## config.mk

```make
export PLATFORM = sky130hd
export DESIGN_NAME = conv_row_feeder
export DESIGN_NICKNAME = d
export VERILOG_FILES = /design/src/rtl/conv_pkg.sv /design/src/rtl/conv_feeder_addr_gen.sv /design/src/rtl/conv_row_feeder.sv
export SDC_FILE = /design/constraint.sdc
export NUM_CORES = 1
export LEC_CHECK = 0
export ABC_AREA = 1
export BUFFER_PORTS_ARGS = -buffer_cell sky130_fd_sc_hd__buf_2
export CORE_AREA = 2 2 145 147
export DETAILED_ROUTE_END_ITERATION = 10
export DIE_AREA = 0 0 147 149
export GPL_ROUTABILITY_DRIVEN = 0
export PLACE_DENSITY = 0.64
export SETUP_SLACK_MARGIN = 0.05
export SKIP_CTS_REPAIR_TIMING = 1
export SYNTH_ARGS = -nofsm -noshare
export SYNTH_HDL_FRONTEND = slang
export SYNTH_HIERARCHICAL = 1
export SYNTH_SLANG_ARGS = --single-unit
```

## constraint.sdc

```tcl
create_clock -name clk -period 6.6 [get_ports clk]
set_input_delay 1.32 -clock clk [delete_from_list [all_inputs] [get_ports clk]]
set_output_delay 1.32 -clock clk [all_outputs]
set_load 0.02 [all_outputs]
```

## src/rtl/conv_pkg.sv

```systemverilog
// Shared types, defaults and helpers for the convolution row feeder.
package conv_pkg;

  // Defaults shared by the feeder and its neighbours in the preprocess path.
  localparam int DEF_KERNEL_SIZE = 32'sd3;
  localparam int DEF_DATA_WIDTH  = 32'sd16;
  localparam int DEF_SA_UNITS    = 32'sd4;

  // Feeder sequencing states.
  typedef enum logic [1:0] {
    IDLE   = 2'd0,
    STREAM = 2'd1,
    GAP    = 2'd2,
    DRAIN  = 2'd3
  } feeder_state_t;

  // Zero columns added on each side of a row so the window stays centred.
  function automatic int pad_of(input int kernel_size);
    return (kernel_size - 32'sd1) / 32'sd2;
  endfunction

endpackage

```

## src/rtl/conv_feeder_addr_gen.sv

```systemverilog
// Band/column counters and SRAM read-request generation for the row feeder.
// k walks every column of a band including the pads; only interior columns
// produce a read, addressed as band*width + (k - PAD).
module conv_feeder_addr_gen
  import conv_pkg::*;
#(
  parameter int PAD        = 1,
  parameter int ADDR_WIDTH = 12,
  parameter int DIM_WIDTH  = 10
)(
  input  logic                  clk,
  input  logic                  rst_n,
  input  logic                  i_clear,
  input  logic                  i_step,
  input  logic                  i_next_band,
  input  logic                  i_stream,
  input  logic [DIM_WIDTH-1:0]  i_width,
  input  logic [DIM_WIDTH-1:0]  i_num_bands,
  output logic                  o_k_last,
  output logic                  o_band_last,
  output logic                  o_rd_en,
  output logic [ADDR_WIDTH-1:0] o_rd_addr
);

  localparam int KW = DIM_WIDTH + 1;
  localparam int PW = 2 * DIM_WIDTH + 1;

  logic [KW-1:0]        r_k;
  logic [DIM_WIDTH-1:0] r_band;

  logic [KW-1:0] w_len;
  logic [KW-1:0] w_data_end;
  logic [KW-1:0] w_col;
  logic [PW-1:0] w_prod;
  logic [PW-1:0] w_sum;

  // Column counter restarts per band; band counter restarts per frame.
  always_ff @(posedge clk or negedge rst_n) begin
    if (!rst_n) begin
      r_k    <= {KW{1'b0}};
      r_band <= {DIM_WIDTH{1'b0}};
    end else if (i_clear) begin
      r_k    <= {KW{1'b0}};
      r_band <= {DIM_WIDTH{1'b0}};
    end else if (i_next_band) begin
      r_k    <= {KW{1'b0}};
      r_band <= r_band + DIM_WIDTH'(1);
    end else if (i_step) begin
      r_k    <= r_k + KW'(1);
      r_band <= r_band;
    end else begin
      r_k    <= r_k;
      r_band <= r_band;
    end
  end

  assign w_len      = {1'b0, i_width} + KW'(2 * PAD);
  assign w_data_end = {1'b0, i_width} + KW'(PAD);
  assign w_col      = r_k - KW'(PAD);
  assign w_prod     = PW'(r_band) * PW'(i_width);
  assign w_sum      = w_prod + PW'(w_col);

  assign o_k_last    = (r_k == (w_len - KW'(1)));
  assign o_band_last = (r_band == (i_num_bands - DIM_WIDTH'(1)));
  assign o_rd_en     = i_stream && (r_k >= KW'(PAD)) && (r_k < w_data_end);
  // Address is forced to zero outside a read so an idle/reset bus is quiet.
  assign o_rd_addr   = o_rd_en ? ADDR_WIDTH'(w_sum) : {ADDR_WIDTH{1'b0}};

endmodule

```

## src/rtl/conv_row_feeder.sv

```systemverilog
// Streams packed SRAM columns, zero-padded left and right, onto the lane bus
// feeding the sliding-window shifters. out_start frames each row band; its low
// cycles between bands clear the shifters.
module conv_row_feeder
  import conv_pkg::*;
#(
  parameter int KERNEL_SIZE = DEF_KERNEL_SIZE,
  parameter int DATA_WIDTH  = DEF_DATA_WIDTH,
  parameter int SA_Units    = DEF_SA_UNITS,
  parameter int ADDR_WIDTH  = 12,
  parameter int DIM_WIDTH   = 10,
  parameter int GAP_CYCLES  = 1
)(
  input  logic                           clk,
  input  logic                           reset,
  input  logic                           go,
  input  logic                           abort,
  input  logic [DIM_WIDTH-1:0]           cfg_img_width,
  input  logic [DIM_WIDTH-1:0]           cfg_num_bands,
  output logic                           mem_rd_en,
  output logic [ADDR_WIDTH-1:0]          mem_rd_addr,
  input  logic [DATA_WIDTH*SA_Units-1:0] mem_rd_data,
  output logic [DATA_WIDTH*SA_Units-1:0] out_data,
  output logic                           out_start,
  output logic                           busy,
  output logic                           done
);

  localparam int PAD    = pad_of(KERNEL_SIZE);
  localparam int LANE_W = DATA_WIDTH * SA_Units;
  localparam int GAP_W  = (GAP_CYCLES > 1) ? $clog2(GAP_CYCLES) : 1;
  localparam logic [GAP_W-1:0] GAP_LAST = GAP_W'(GAP_CYCLES - 1);

  feeder_state_t        r_state;
  logic [DIM_WIDTH-1:0] r_width;
  logic [DIM_WIDTH-1:0] r_bands;
  logic [GAP_W-1:0]     r_gap_cnt;
  logic                 r_drain_cnt;
  logic                 r_busy;
  logic                 r_done;
  logic                 r_s1_valid;
  logic                 r_s1_is_data;
  logic                 r_out_start;
  logic [LANE_W-1:0]    r_out_data;

  logic                  w_go_ok;
  logic                  w_degenerate;
  logic                  w_stream;
  logic                  w_step;
  logic                  w_next_band;
  logic                  w_k_last;
  logic                  w_band_last;
  logic                  w_rd_en;
  logic [ADDR_WIDTH-1:0] w_rd_addr;

  // A go is taken only from a truly idle block (the done cycle still counts
  // as busy), and abort always wins.
  assign w_go_ok      = (r_state == IDLE) && go && !r_busy && !abort;
  assign w_degenerate = (cfg_img_width == {DIM_WIDTH{1'b0}}) ||
                        (cfg_num_bands == {DIM_WIDTH{1'b0}});
  assign w_stream     = (r_state == STREAM);
  assign w_step       = w_stream && !abort;
  assign w_next_band  = (r_state == GAP) && (r_gap_cnt == GAP_LAST) && !abort;

  conv_feeder_addr_gen #(
    .PAD        (PAD),
    .ADDR_WIDTH (ADDR_WIDTH),
    .DIM_WIDTH  (DIM_WIDTH)
  ) u_addr_gen (
    .clk         (clk),
    .rst_n       (reset),
    .i_clear     (w_go_ok),
    .i_step      (w_step),
    .i_next_band (w_next_band),
    .i_stream    (w_stream),
    .i_width     (r_width),
    .i_num_bands (r_bands),
    .o_k_last    (w_k_last),
    .o_band_last (w_band_last),
    .o_rd_en     (w_rd_en),
    .o_rd_addr   (w_rd_addr)
  );

  // Frame sequencer: config latch, band/gap/drain sequencing, busy and done.
  always_ff @(posedge clk or negedge reset) begin
    if (!reset) begin
      r_state     <= IDLE;
      r_width     <= {DIM_WIDTH{1'b0}};
      r_bands     <= {DIM_WIDTH{1'b0}};
      r_gap_cnt   <= {GAP_W{1'b0}};
      r_drain_cnt <= 1'b0;
      r_busy      <= 1'b0;
      r_done      <= 1'b0;
    end else if (abort) begin
      r_state     <= IDLE;
      r_gap_cnt   <= {GAP_W{1'b0}};
      r_drain_cnt <= 1'b0;
      r_busy      <= 1'b0;
      r_done      <= 1'b0;
    end else begin
      r_done <= 1'b0;
      case (r_state)
        IDLE: begin
          if (w_go_ok) begin
            r_width     <= cfg_img_width;
            r_bands     <= cfg_num_bands;
            r_busy      <= 1'b1;
            r_drain_cnt <= 1'b0;
            r_state     <= w_degenerate ? DRAIN : STREAM;
          end else begin
            r_busy  <= 1'b0;
            r_state <= IDLE;
          end
        end
        STREAM: begin
          if (w_k_last) begin
            if (w_band_last) begin
              r_drain_cnt <= 1'b0;
              r_state     <= DRAIN;
            end else begin
              r_gap_cnt <= {GAP_W{1'b0}};
              r_state   <= GAP;
            end
          end else begin
            r_state <= STREAM;
          end
        end
        GAP: begin
          if (r_gap_cnt == GAP_LAST) begin
            r_state <= STREAM;
          end else begin
            r_gap_cnt <= r_gap_cnt + GAP_W'(1);
          end
        end
        DRAIN: begin
          if (r_drain_cnt) begin
            r_done  <= 1'b1;
            r_state <= IDLE;
          end else begin
            r_drain_cnt <= 1'b1;
          end
        end
        default: begin
          r_busy  <= 1'b0;
          r_state <= IDLE;
        end
      endcase
    end
  end

  // Two-stage output pipeline: stage 1 lines up with the SRAM read latency,
  // stage 2 muxes SRAM data against zero pads.
  always_ff @(posedge clk or negedge reset) begin
    if (!reset) begin
      r_s1_valid   <= 1'b0;
      r_s1_is_data <= 1'b0;
      r_out_start  <= 1'b0;
      r_out_data   <= {LANE_W{1'b0}};
    end else if (abort) begin
      r_s1_valid   <= 1'b0;
      r_s1_is_data <= 1'b0;
      r_out_start  <= 1'b0;
      r_out_data   <= {LANE_W{1'b0}};
    end else begin
      r_s1_valid   <= w_stream;
      r_s1_is_data <= w_rd_en;
      r_out_start  <= r_s1_valid;
      r_out_data   <= r_s1_is_data ? mem_rd_data : {LANE_W{1'b0}};
    end
  end

  assign mem_rd_en   = w_rd_en;
  assign mem_rd_addr = w_rd_addr;
  assign out_data    = r_out_data;
  assign out_start   = r_out_start;
  assign busy        = r_busy;
  assign done        = r_done;

endmodule
```

==> run_results.csv, run 1 <==
group,metric,value,unit
finish,antenna_cells,0,
cts,cts_root_buf,"clkbuf_16",
cts,cts_sinks,113,
synth,yosys-top-cells-count,"271 x nand2_1, 164 x inv_1, 121 x nor2_1, 113 x dfrtp_1, 52 x ha_1",
floorplanning,die_w,147,um
synth,ys_types,40,
critical_path,cp.required,5.28,ns
placement,dp_hpwl,15400,um
timing,maxSlewHeadroom,30.2,%
timing,finalSetupViolations,0,
finish,nets,1373,
routing,first_pass_iters,4,
routing,drc,0,
timing,drv_slew,0,
cts,htree_levels,4,
finish,post-route-util,48.0,%
timing,grt_setup_unrepaired,"no",
synth,yosysTopAreaCell,"dfrtp_1",
global_routing,antenna_found_initial,0,
global_routing,track_usage,18.9,%
synth,synth_warnings,6,
routing,via_per_inst,4.62,
critical_path,end_kind,"output port",
floorplanning,fp.dieArea,21900,um^2
timing,fin_crit_sh,96.3,%
floorplanning,placementRows,53,
cts,clk_pin_slew,0.06,ns
synth,netlist.area_leader.share,35.2,%
synth,postSynthAreaPerCell,7.94,um^2
routing,vias,6815,
floorplanning,die_y,149,um
cts,cts_buffers,17,
run,max-cap-violations,0,
routing,detail_route.wl_per_cell,13.7,um
placement,dpl_worst_slack,0.466,ns
global_routing,grt_pass1_vias,6776,
hold_path,holdPathStages,2,
synth,netlist_area,8040,um^2
power_and_ir_drop,cellLeakagePower,5.42,nW
finish,layout-drive-gt1-share,23.3,%
floorplanning,start_util,39.1,%
critical_path,r2r_setup_slack,3.16,ns
power_and_ir_drop,peakVddDrop,162,uV
timing,max_freq,157,MHz
synth,synth_fp_nets,1199,
timing,final.setup.tns,0,ns
hold_path,whs_endpoint,"out_start$_DFF_PN0_",
finish,area_growth,22.8,%
routing,antenna_left,0,
hold_path,hold_class,"flip-flop to flip-flop",
critical_path,worstSetupPathType,"flip-flop to output port",
critical_path,cp-start-kind,"flip-flop",
synth,yosysMostFrequentCell,"nand2_1",
placement,io_buffers,167,
global_routing,grt_first_pass_wirelength,33000,um
run_status,status,"finished clean",
floorplanning,core-area,20600,um^2
synth,seq_area_frac_synth,35.2,%
synth,synthCells,1012,
critical_path,cp_data_arrival_time,5.04,ns
power_and_ir_drop,power.density,378,nW/um^2
finish,fill_cells,2053,
synth,synth_enable_flop_cells,0,
critical_path,path_max_fanout,10,
global_routing,grt_max_degree,71,
timing,skew,0.00949,ns
critical_path,rr_startpoint,"r_width[0]$_DFFE_PN0P_",
timing,fin_ws,0.244,ns
synth,ys.flop_type,"dfrtp_1",
timing,hold_violations,0,
timing,tightest_slew,1.05,ns
critical_path,worstReg2RegEnd,"r_state[0]$_DFFE_PN0P_",
global_routing,gr-total-overflow,0,
synth,yosys_register_bits,113,
synth,ys_async_sr_fraction,100,%
hold_path,hold_start,"r_s1_valid$_DFF_PN0_",
routing,dr.first_iter.drc_count,290,
routing,drt_wl_total,20100,um
cts,insertion_delay,0.40,ns
timing,post-route-min-period,6.36,ns
critical_path,ff2ff_path_depth,15,
floorplanning,ios,168,
finish,final_cells,1474,
cts,cts_tree,"yes",
synth,yosys-top-cells-area,"dfrtp_1 35%, nand2_1 13%, fa_1 12%",
placement,placedCellCount,1421,
cts,clockBufferDepth,2,
[cell type report]
class / instances / area, um^2 / area share, %
Multi-Input combinational cell: 687 / 4360 / 44.2
Clock buffer: 19 / 433 / 4.38
Clock inverter: 13 / 185 / 1.88
Timing Repair Buffer: 193 / 1050 / 10.6
Sequential cell: 113 / 2850 / 28.9
Tap cell: 275 / 344 / 3.48
Inverter: 174 / 656 / 6.64
[worst max-delay path, cell delays in order, from the launching register on]
cell      delay [ns]
dfrtp_2         0.49
nand2_1         0.11
fa_1            0.50
inv_1           0.05
fa_1            0.49
inv_1           0.05
fa_1            0.47
inv_1           0.05
fa_1            0.53
inv_1           0.05
fa_1            0.52
inv_1           0.04
ha_1            0.33
nand2_1         0.11
nor2_1          0.17
nand3_1         0.11
o2111a_1        0.17
nand3_1         0.09
nand2_1         0.05
nor2_1          0.09
buf_2           0.16
[per-stage QoR]
| step | instance area, um^2 | hold slack (ns) | total power [mW] |
|---|---|---|---|
| floorplan | 8040 | 0.434 | 2.26 |
| global placement | 9060 | 0.455 | 2.68 |
| detailed placement | 9060 | 0.453 | 2.72 |
| CTS | 9680 | 0.469 | 3.71 |
| global route | 9880 | 0.487 | 4.08 |
| finish | 9880 | 0.462 | 3.73 |
[where the power goes]
part / leakage [nW] / internal, mW / total, mW / switching, mW
registers: 1.51 / 0.812 / 1.01 / 0.195
clock network: 0.298 / 0.633 / 0.963 / 0.330
logic: 3.61 / 0.666 / 1.76 / 1.09
total: 5.42 / 2.11 / 3.73 / 1.62
[worst max-delay path by stage]
stage                                          start              end  slack [ns]  depth (start not counted)
floorplan                     r_width[3]$_DFFE_PN0P_  mem_rd_addr[10]        0.51                         17
global placement    u_addr_gen/r_band[0]$_DFFE_PN0P_  mem_rd_addr[10]        0.57                         15
detailed placement  u_addr_gen/r_band[0]$_DFFE_PN0P_  mem_rd_addr[11]        0.47                         18
CTS                 u_addr_gen/r_band[0]$_DFFE_PN0P_  mem_rd_addr[10]        0.03                         15
global route        u_addr_gen/r_band[6]$_DFFE_PN0P_  mem_rd_addr[11]        0.05                         20
finish              u_addr_gen/r_band[6]$_DFFE_PN0P_  mem_rd_addr[11]        0.24                         20
[sequential cells by signal, indices dropped and copies added, names as in the netlist, 2 cells and up]
| signal | count |
|---|---|
| r_width | 10 |
| u_addr_gen/r_k | 11 |
| out_data | 64 |
| r_state | 2 |
| u_addr_gen/r_band | 10 |
| r_bands | 10 |
[layout by cell type (no fill, tap or decap), types with 4 or more instances in the layout]
master | netlist | final
a21oi_1 | 34 | 34
buf_2 | 16 | 166
buf_4 | 1 | 26
bufinv_16 | 0 | 4
clkbuf_16 | 0 | 17
dfrtp_1 | 113 | 94
dfrtp_2 | 0 | 19
fa_1 | 47 | 47
ha_1 | 52 | 52
inv_1 | 164 | 164
inv_2 | 8 | 8
nand2_1 | 271 | 271
nand3_1 | 39 | 39
nand4_1 | 9 | 9
nor2_1 | 121 | 121
nor2_4 | 5 | 5
nor3_1 | 11 | 11
nor3b_1 | 4 | 4
o21ai_0 | 20 | 20
o21ai_1 | 4 | 4
o21ai_2 | 12 | 12
xnor2_1 | 8 | 7
xor2_1 | 27 | 27
[layer usage]
| metal | share of wire, % | vias up | global-route usage [%] | wire [um] |
|---|---|---|---|---|
| met4 | 0.93 | 0 | 5.14 | 188 |
| li1 | - | 3438 | - | - |
| met3 | 7.5 | 13 | 5.75 | 1510 |
| met1 | 43 | 3147 | 22.9 | 8630 |
| met5 | 0 | - | 0 | 0 |
| met2 | 49 | 217 | 32.8 | 9820 |
[cell families (layout without fill, tap and decap cells)]
family,Yosys count,count (layout),synth area share (%)
fa+ha+maj,99,99,19.8
flops,113,113,35.2
buf+inv,212,399,10.7
xor+xnor,35,35,3.81
simple gates,474,474,24.6
compound gates,79,79,5.88
Note: power is estimated with default switching activity, not from simulation.
==> inputs of run 2 (changes only) <==
- PLACE_DENSITY: 0.64 -> not set
- PLACE_DENSITY_LB_ADDON: not set -> 0.15
- clock period: 6.6 -> 6.95 ns (I/O delays scaled with it)
==> run 2 against run 1 <==
Effect of this change:
- clock skew shrank 0.00095 ns
- cell count shrank 1.8%
- count of clock-buffer cells in the layout grew 4
- core utilization shrank 1.2 points
- via count shrank 2.6%
- design area shrank 2.4%
- critical path depth shrank 3
- first-iteration DRC count shrank 26%
- combinational power shrank 10%
- flip-flop and latch count is the same
- critical endpoint is now mem_rd_addr[10]
==> run_results.csv, run 2 (synthesis results as in run 1) <==
group,metric,value,unit
run_status,status,"finished clean",
critical_path,crit_chain,"nand2_1 > inv_1 > fa_1 > inv_1 > fa_1 > inv_1 > fa_1 > fa_1 > inv_1 > fa_1 > inv_1 > ha_1 > inv_1 > o311ai_0 > o21ai_1 > a21oi_1 > buf_2",
power_and_ir_drop,peakVddDrop,184,uV
floorplanning,start_util,39.1,%
timing,fin_crit_sh,95.0,%
finish,layout-drive-gt1-share,20.5,%
timing,skew,0.00855,ns
placement,io_buffers,167,
placement,dp_hpwl,15000,um
critical_path,critPathBufInv,7,
critical_path,cp_data_arrival_time,5.21,ns
finish,area_growth,19.8,%
finish,antenna_cells,0,
routing,antenna_left,0,
timing,grt_setup_unrepaired,"no",
critical_path,slowest_stage,"dfrtp_1",
global_routing,grt_pass1_vias,6608,
cts,cts_buffers,17,
finish,nets,1350,
critical_path,cp.required,5.56,ns
routing,detail_route.wl_per_cell,13.4,um
global_routing,grt_first_pass_wirelength,32200,um
cts,clk_pin_slew,0.05,ns
finish,largest_reg_flops,64,
critical_path,rr_startpoint,"r_width[0]$_DFFE_PN0P_",
cts,insertion_delay,0.40,ns
floorplanning,die_w,147,um
timing,drv_slew,0,
cts,cts_tree,"yes",
global_routing,antenna_found_initial,0,
timing,post-route-min-period,6.60,ns
critical_path,path_common_cell,"inv_1",
cts,htree_levels,4,
floorplanning,fp.dieArea,21900,um^2
critical_path,cp-start-kind,"flip-flop",
floorplanning,core-area,20600,um^2
routing,first_pass_iters,4,
floorplanning,ios,168,
hold_path,hold_class,"flip-flop to flip-flop",
timing,maxSlewHeadroom,30.8,%
finish,final_cell_mix,"271 x nand2_1, 166 x buf_2, 164 x inv_1",
global_routing,track_usage,18.5,%
hold_path,hold_start,"r_s1_valid$_DFF_PN0_",
critical_path,slowest_delay,0.55,ns
timing,final.setup.tns,0,ns
critical_path,path_max_fanout,14,
placement,dpl_worst_slack,0.688,ns
routing,dr.first_iter.drc_count,215,
cts,cts_sinks,113,
timing,finalSetupViolations,0,
run,max-cap-violations,0,
critical_path,startpoint,"u_addr_gen/r_band[3]$_DFFE_PN0P_",
timing,tightest_slew,1.04,ns
finish,fill_cells,2122,
global_routing,gr-total-overflow,0,
critical_path,worstSetupPathType,"flip-flop to output port",
cts,clockBufferDepth,2,
cts,cts_root_buf,"clkbuf_16",
routing,drc,0,
critical_path,end_kind,"output port",
floorplanning,placementRows,53,
floorplanning,die_y,149,um
critical_path,crit_family,"adder cells",
power_and_ir_drop,power.density,354,nW/um^2
routing,via_per_inst,4.59,
timing,max_freq,152,MHz
timing,hold_violations,0,
routing,vias,6635,
global_routing,grt_max_degree,70,
finish,final_common_cell,"nand2_1",
power_and_ir_drop,cellLeakagePower,5.29,nW
routing,drt_wl_total,19400,um
timing,fin_ws,0.350,ns
-- run 2: cell count changes in the layout (fill, tap and decap cells not counted), moves of 6 or more --
cell,delta
dfrtp_1,+13
dfrtp_2,-13
buf_4,-22
clkbuf_8,+6
-- run 2: worst paths after layout --
check                                                        end  slack, ns  depth (start not counted)
worst max-delay path                             mem_rd_addr[10]       0.35                         17
worst min-delay path                         out_start$_DFF_PN0_       0.45                          2
worst max register to register            r_state[0]$_DFFE_PN0P_       3.61                         15
worst min register to register               out_start$_DFF_PN0_       0.45                          2
max in group asynchronous                 out_data[35]$_DFF_PN0_       4.70                          2
min in group asynchronous       u_addr_gen/r_band[6]$_DFFE_PN0P_       1.02                          1
-- run 2: through the flow --
step	cells	instance area [um^2]	util [%]	hold slack [ns]	power (mW)
floorplan	1012	8040	-	0.434	2.14
global placement	1419	9040	44.0	0.444	2.57
detailed placement	1419	9040	44.0	0.444	2.59
CTS	1447	9630	46.8	0.458	3.47
global route	1447	9630	46.9	0.487	3.76
finish	1447	9630	46.9	0.454	3.41
-- run 2: area by class of cell --
class / count / area [um^2] / share of cell area [%]
multi-input cells: 687 / 4350 / 45.2
flip-flops and latches: 113 / 2840 / 29.4
repair buffers: 170 / 861 / 8.94
inverters: 174 / 656 / 6.81
clock buffers: 23 / 508 / 5.27
well taps: 275 / 344 / 3.57
clock inverters: 5 / 77.6 / 0.805
-- run 2: layer usage --
layer,wire length [um],track usage (%),up-vias
met5,0,0,-
met2,9040,30.4,177
met4,229,5.38,0
li1,-,-,3367
met1,8710,23.8,3076
met3,1390,5.72,15
-- run 2: power by group --
group          switching (mW)  internal (mW)  total, mW  leakage, nW
logic                   0.993          0.585       1.58         3.48
clock network           0.283          0.575      0.858        0.289
registers               0.208          0.767      0.975         1.53
total                    1.48           1.93       3.41         5.29
-- run 2: worst reg2reg max path: cells and delay by family, from the launching register on --
kind	cells	cell delay, ns
compound gates	2	0.24
buf+inv	1	0.07
simple gates	10	1.72
fa+ha+maj	2	0.58
flops	1	0.61
==> inputs of run 3 (changes only) <==
- CORE_AREA: 2 2 145 147 -> 2 2 123 125
- DIE_AREA: 0 0 147 149 -> 0 0 125 127
==> run 3 against run 2 <==
Effect of this change:
- critical path depth decreased by 2
- critical endpoint unchanged
- sequential power about the same
- critical path type unchanged
- combinational power about the same
- non-clock buffer count increased by 1
- setup slack got worse by 0.012 ns
- flip-flop and latch count unchanged
- sequential share of layout area increased by 0.40 points
- die area decreased by 28%
- clock power decreased by 6.2%
- design area decreased by 1.5%
==> run_results.csv, run 3 (synthesis results as in run 1) <==
group,metric,value,unit
cts,htree_levels,4,
cts,clockBufferDepth,2,
power_and_ir_drop,combinationalPowerShare,47.1,%
timing,fin_ws,0.338,ns
timing,final.setup.tns,0,ns
global_routing,grt_pass1_vias,6624,
floorplanning,die_y,127,um
finish,antenna_cells,0,
finish,multi_input_area,4350,um^2
critical_path,cp_data_arrival_time,5.22,ns
critical_path,worstSetupPathType,"flip-flop to output port",
power_and_ir_drop,power.density,353,nW/um^2
timing,tightest_slew,1.03,ns
placement,dp_hpwl,14400,um
global_routing,grt_first_pass_wirelength,31000,um
finish,final_cell_mix,"271 x nand2_1, 166 x buf_2, 164 x inv_1",
finish,regArea,2830,um^2
hold_path,hold_class,"flip-flop to flip-flop",
finish,area_growth,18.1,%
timing,fin_crit_sh,95.1,%
global_routing,track_usage,24.1,%
floorplanning,ios,168,
finish,fill_cells,1265,
cts,insertion_delay,0.40,ns
finish,final_common_cell,"nand2_1",
floorplanning,start_util,55.7,%
routing,antenna_left,0,
power_and_ir_drop,cellLeakagePower,5.28,nW
global_routing,grt_max_degree,78,
power_and_ir_drop,p_sw,1.48,mW
timing,maxSlewHeadroom,31.2,%
floorplanning,core-area,14400,um^2
power_and_ir_drop,peakVddDrop,192,uV
global_routing,antenna_found_initial,0,
finish,largest_reg_flops,64,
routing,detail_route.wl_per_cell,13.6,um
critical_path,r2r_setup_slack,3.63,ns
placement,dpl_worst_slack,0.706,ns
run_status,status,"finished clean",
routing,drt_wl_total,18500,um
routing,via_per_inst,4.94,
critical_path,path_max_fanout,14,
floorplanning,fp.dieArea,15900,um^2
timing,max_freq,151,MHz
floorplanning,die_w,125,um
critical_path,cp-start-kind,"flip-flop",
critical_path,cp.required,5.56,ns
cts,cts_sinks,113,
cts,cts_tree,"yes",
cts,clk_pin_slew,0.05,ns
timing,hold_violations,0,
routing,first_pass_iters,5,
cts,cts_root_buf,"clkbuf_16",
timing,finalSetupViolations,0,
routing,vias,6719,
global_routing,gr-total-overflow,0,
critical_path,end_kind,"output port",
power_and_ir_drop,internal_power,1.88,mW
timing,grt_setup_unrepaired,"no",
power_and_ir_drop,switching_share,44.1,%
power_and_ir_drop,power_frac_clock,24.0,%
power_and_ir_drop,pwr-share-seq,29.0,%
routing,dr.first_iter.drc_count,345,
placement,io_buffers,167,
finish,post-route-util,65.8,%
routing,drc,0,
timing,post-route-min-period,6.61,ns
floorplanning,placementRows,44,
cts,cts_buffers,17,
run,max-cap-violations,0,
timing,drv_slew,0,
finish,nets,1351,
finish,layout-drive-gt1-share,20.2,%
timing,skew,0.00683,ns
-- run 3: layout make-up --
cell class	count	share of cell area (%)
sequential	113	29.8
clock buffer	20	4.60
multi-input combinational	687	45.9
clock inverter	11	1.23
inverter	174	6.91
timing repair buffer	171	9.15
tap	184	2.43
-- run 3: path summary, 6_finish.rpt --
| check | from | to | cells after the start |
|---|---|---|---|
| min in group asynchronous | reset | out_data[0]$_DFF_PN0_ | 1 |
| worst max-delay path | u_addr_gen/r_band[1]$_DFFE_PN0P_ | mem_rd_addr[10] | 15 |
| worst max register to register | r_width[0]$_DFFE_PN0P_ | r_drain_cnt$_DFFE_PN0P_ | 15 |
| max in group asynchronous | reset | r_width[2]$_DFFE_PN0P_ | 2 |
| worst min register to register | r_s1_valid$_DFF_PN0_ | out_start$_DFF_PN0_ | 2 |
| worst min-delay path | r_s1_valid$_DFF_PN0_ | out_start$_DFF_PN0_ | 2 |
-- run 3: worst max-delay path, stage by stage, from the launching register on --
cell      delay (ns)
dfrtp_1         0.65
nand2_1         0.15
fa_1            0.50
fa_1            0.54
inv_1           0.05
fa_1            0.50
fa_1            0.55
inv_1           0.06
fa_1            0.53
inv_1           0.04
ha_1            0.34
inv_1           0.07
o311ai_0        0.44
o21ai_1         0.09
a21oi_1         0.12
buf_2           0.17
-- run 3: power groups by stage --
stage / combinational, mW / clock [mW] / sequential, mW
final: 1.58 / 0.805 / 0.972
after global routing: 1.85 / 0.852 / 0.996
after CTS: 1.60 / 0.818 / 0.967
after detailed placement: 1.59 / 0 / 0.977
after global placement: 1.55 / 0 / 0.971
after floorplan: 1.25 / 0 / 0.890
-- run 3: metal layers --
metal / vias to the layer above / share of wire [%] / wire (um) / track usage [%]
met5: - / 0 / 0 / 0
met4: 0 / 1.9 / 357 / 8.17
met3: 33 / 8.0 / 1480 / 7.08
met2: 216 / 47 / 8680 / 39.0
met1: 3092 / 43 / 7960 / 31.4
li1: 3378 / - / - / -
-- run 3: metrics by stage --
stage / hold WS, ns / total power, mW / std cells / cell area (um^2)
2_1_floorplan: 0.434 / 2.14 / 1012 / 8040
3_3_place_gp: 0.464 / 2.52 / 1329 / 8940
3_5_place_dp: 0.468 / 2.57 / 1329 / 8940
4_1_cts: 0.476 / 3.38 / 1360 / 9490
5_1_grt: 0.495 / 3.69 / 1360 / 9490
6_report: 0.466 / 3.36 / 1360 / 9490
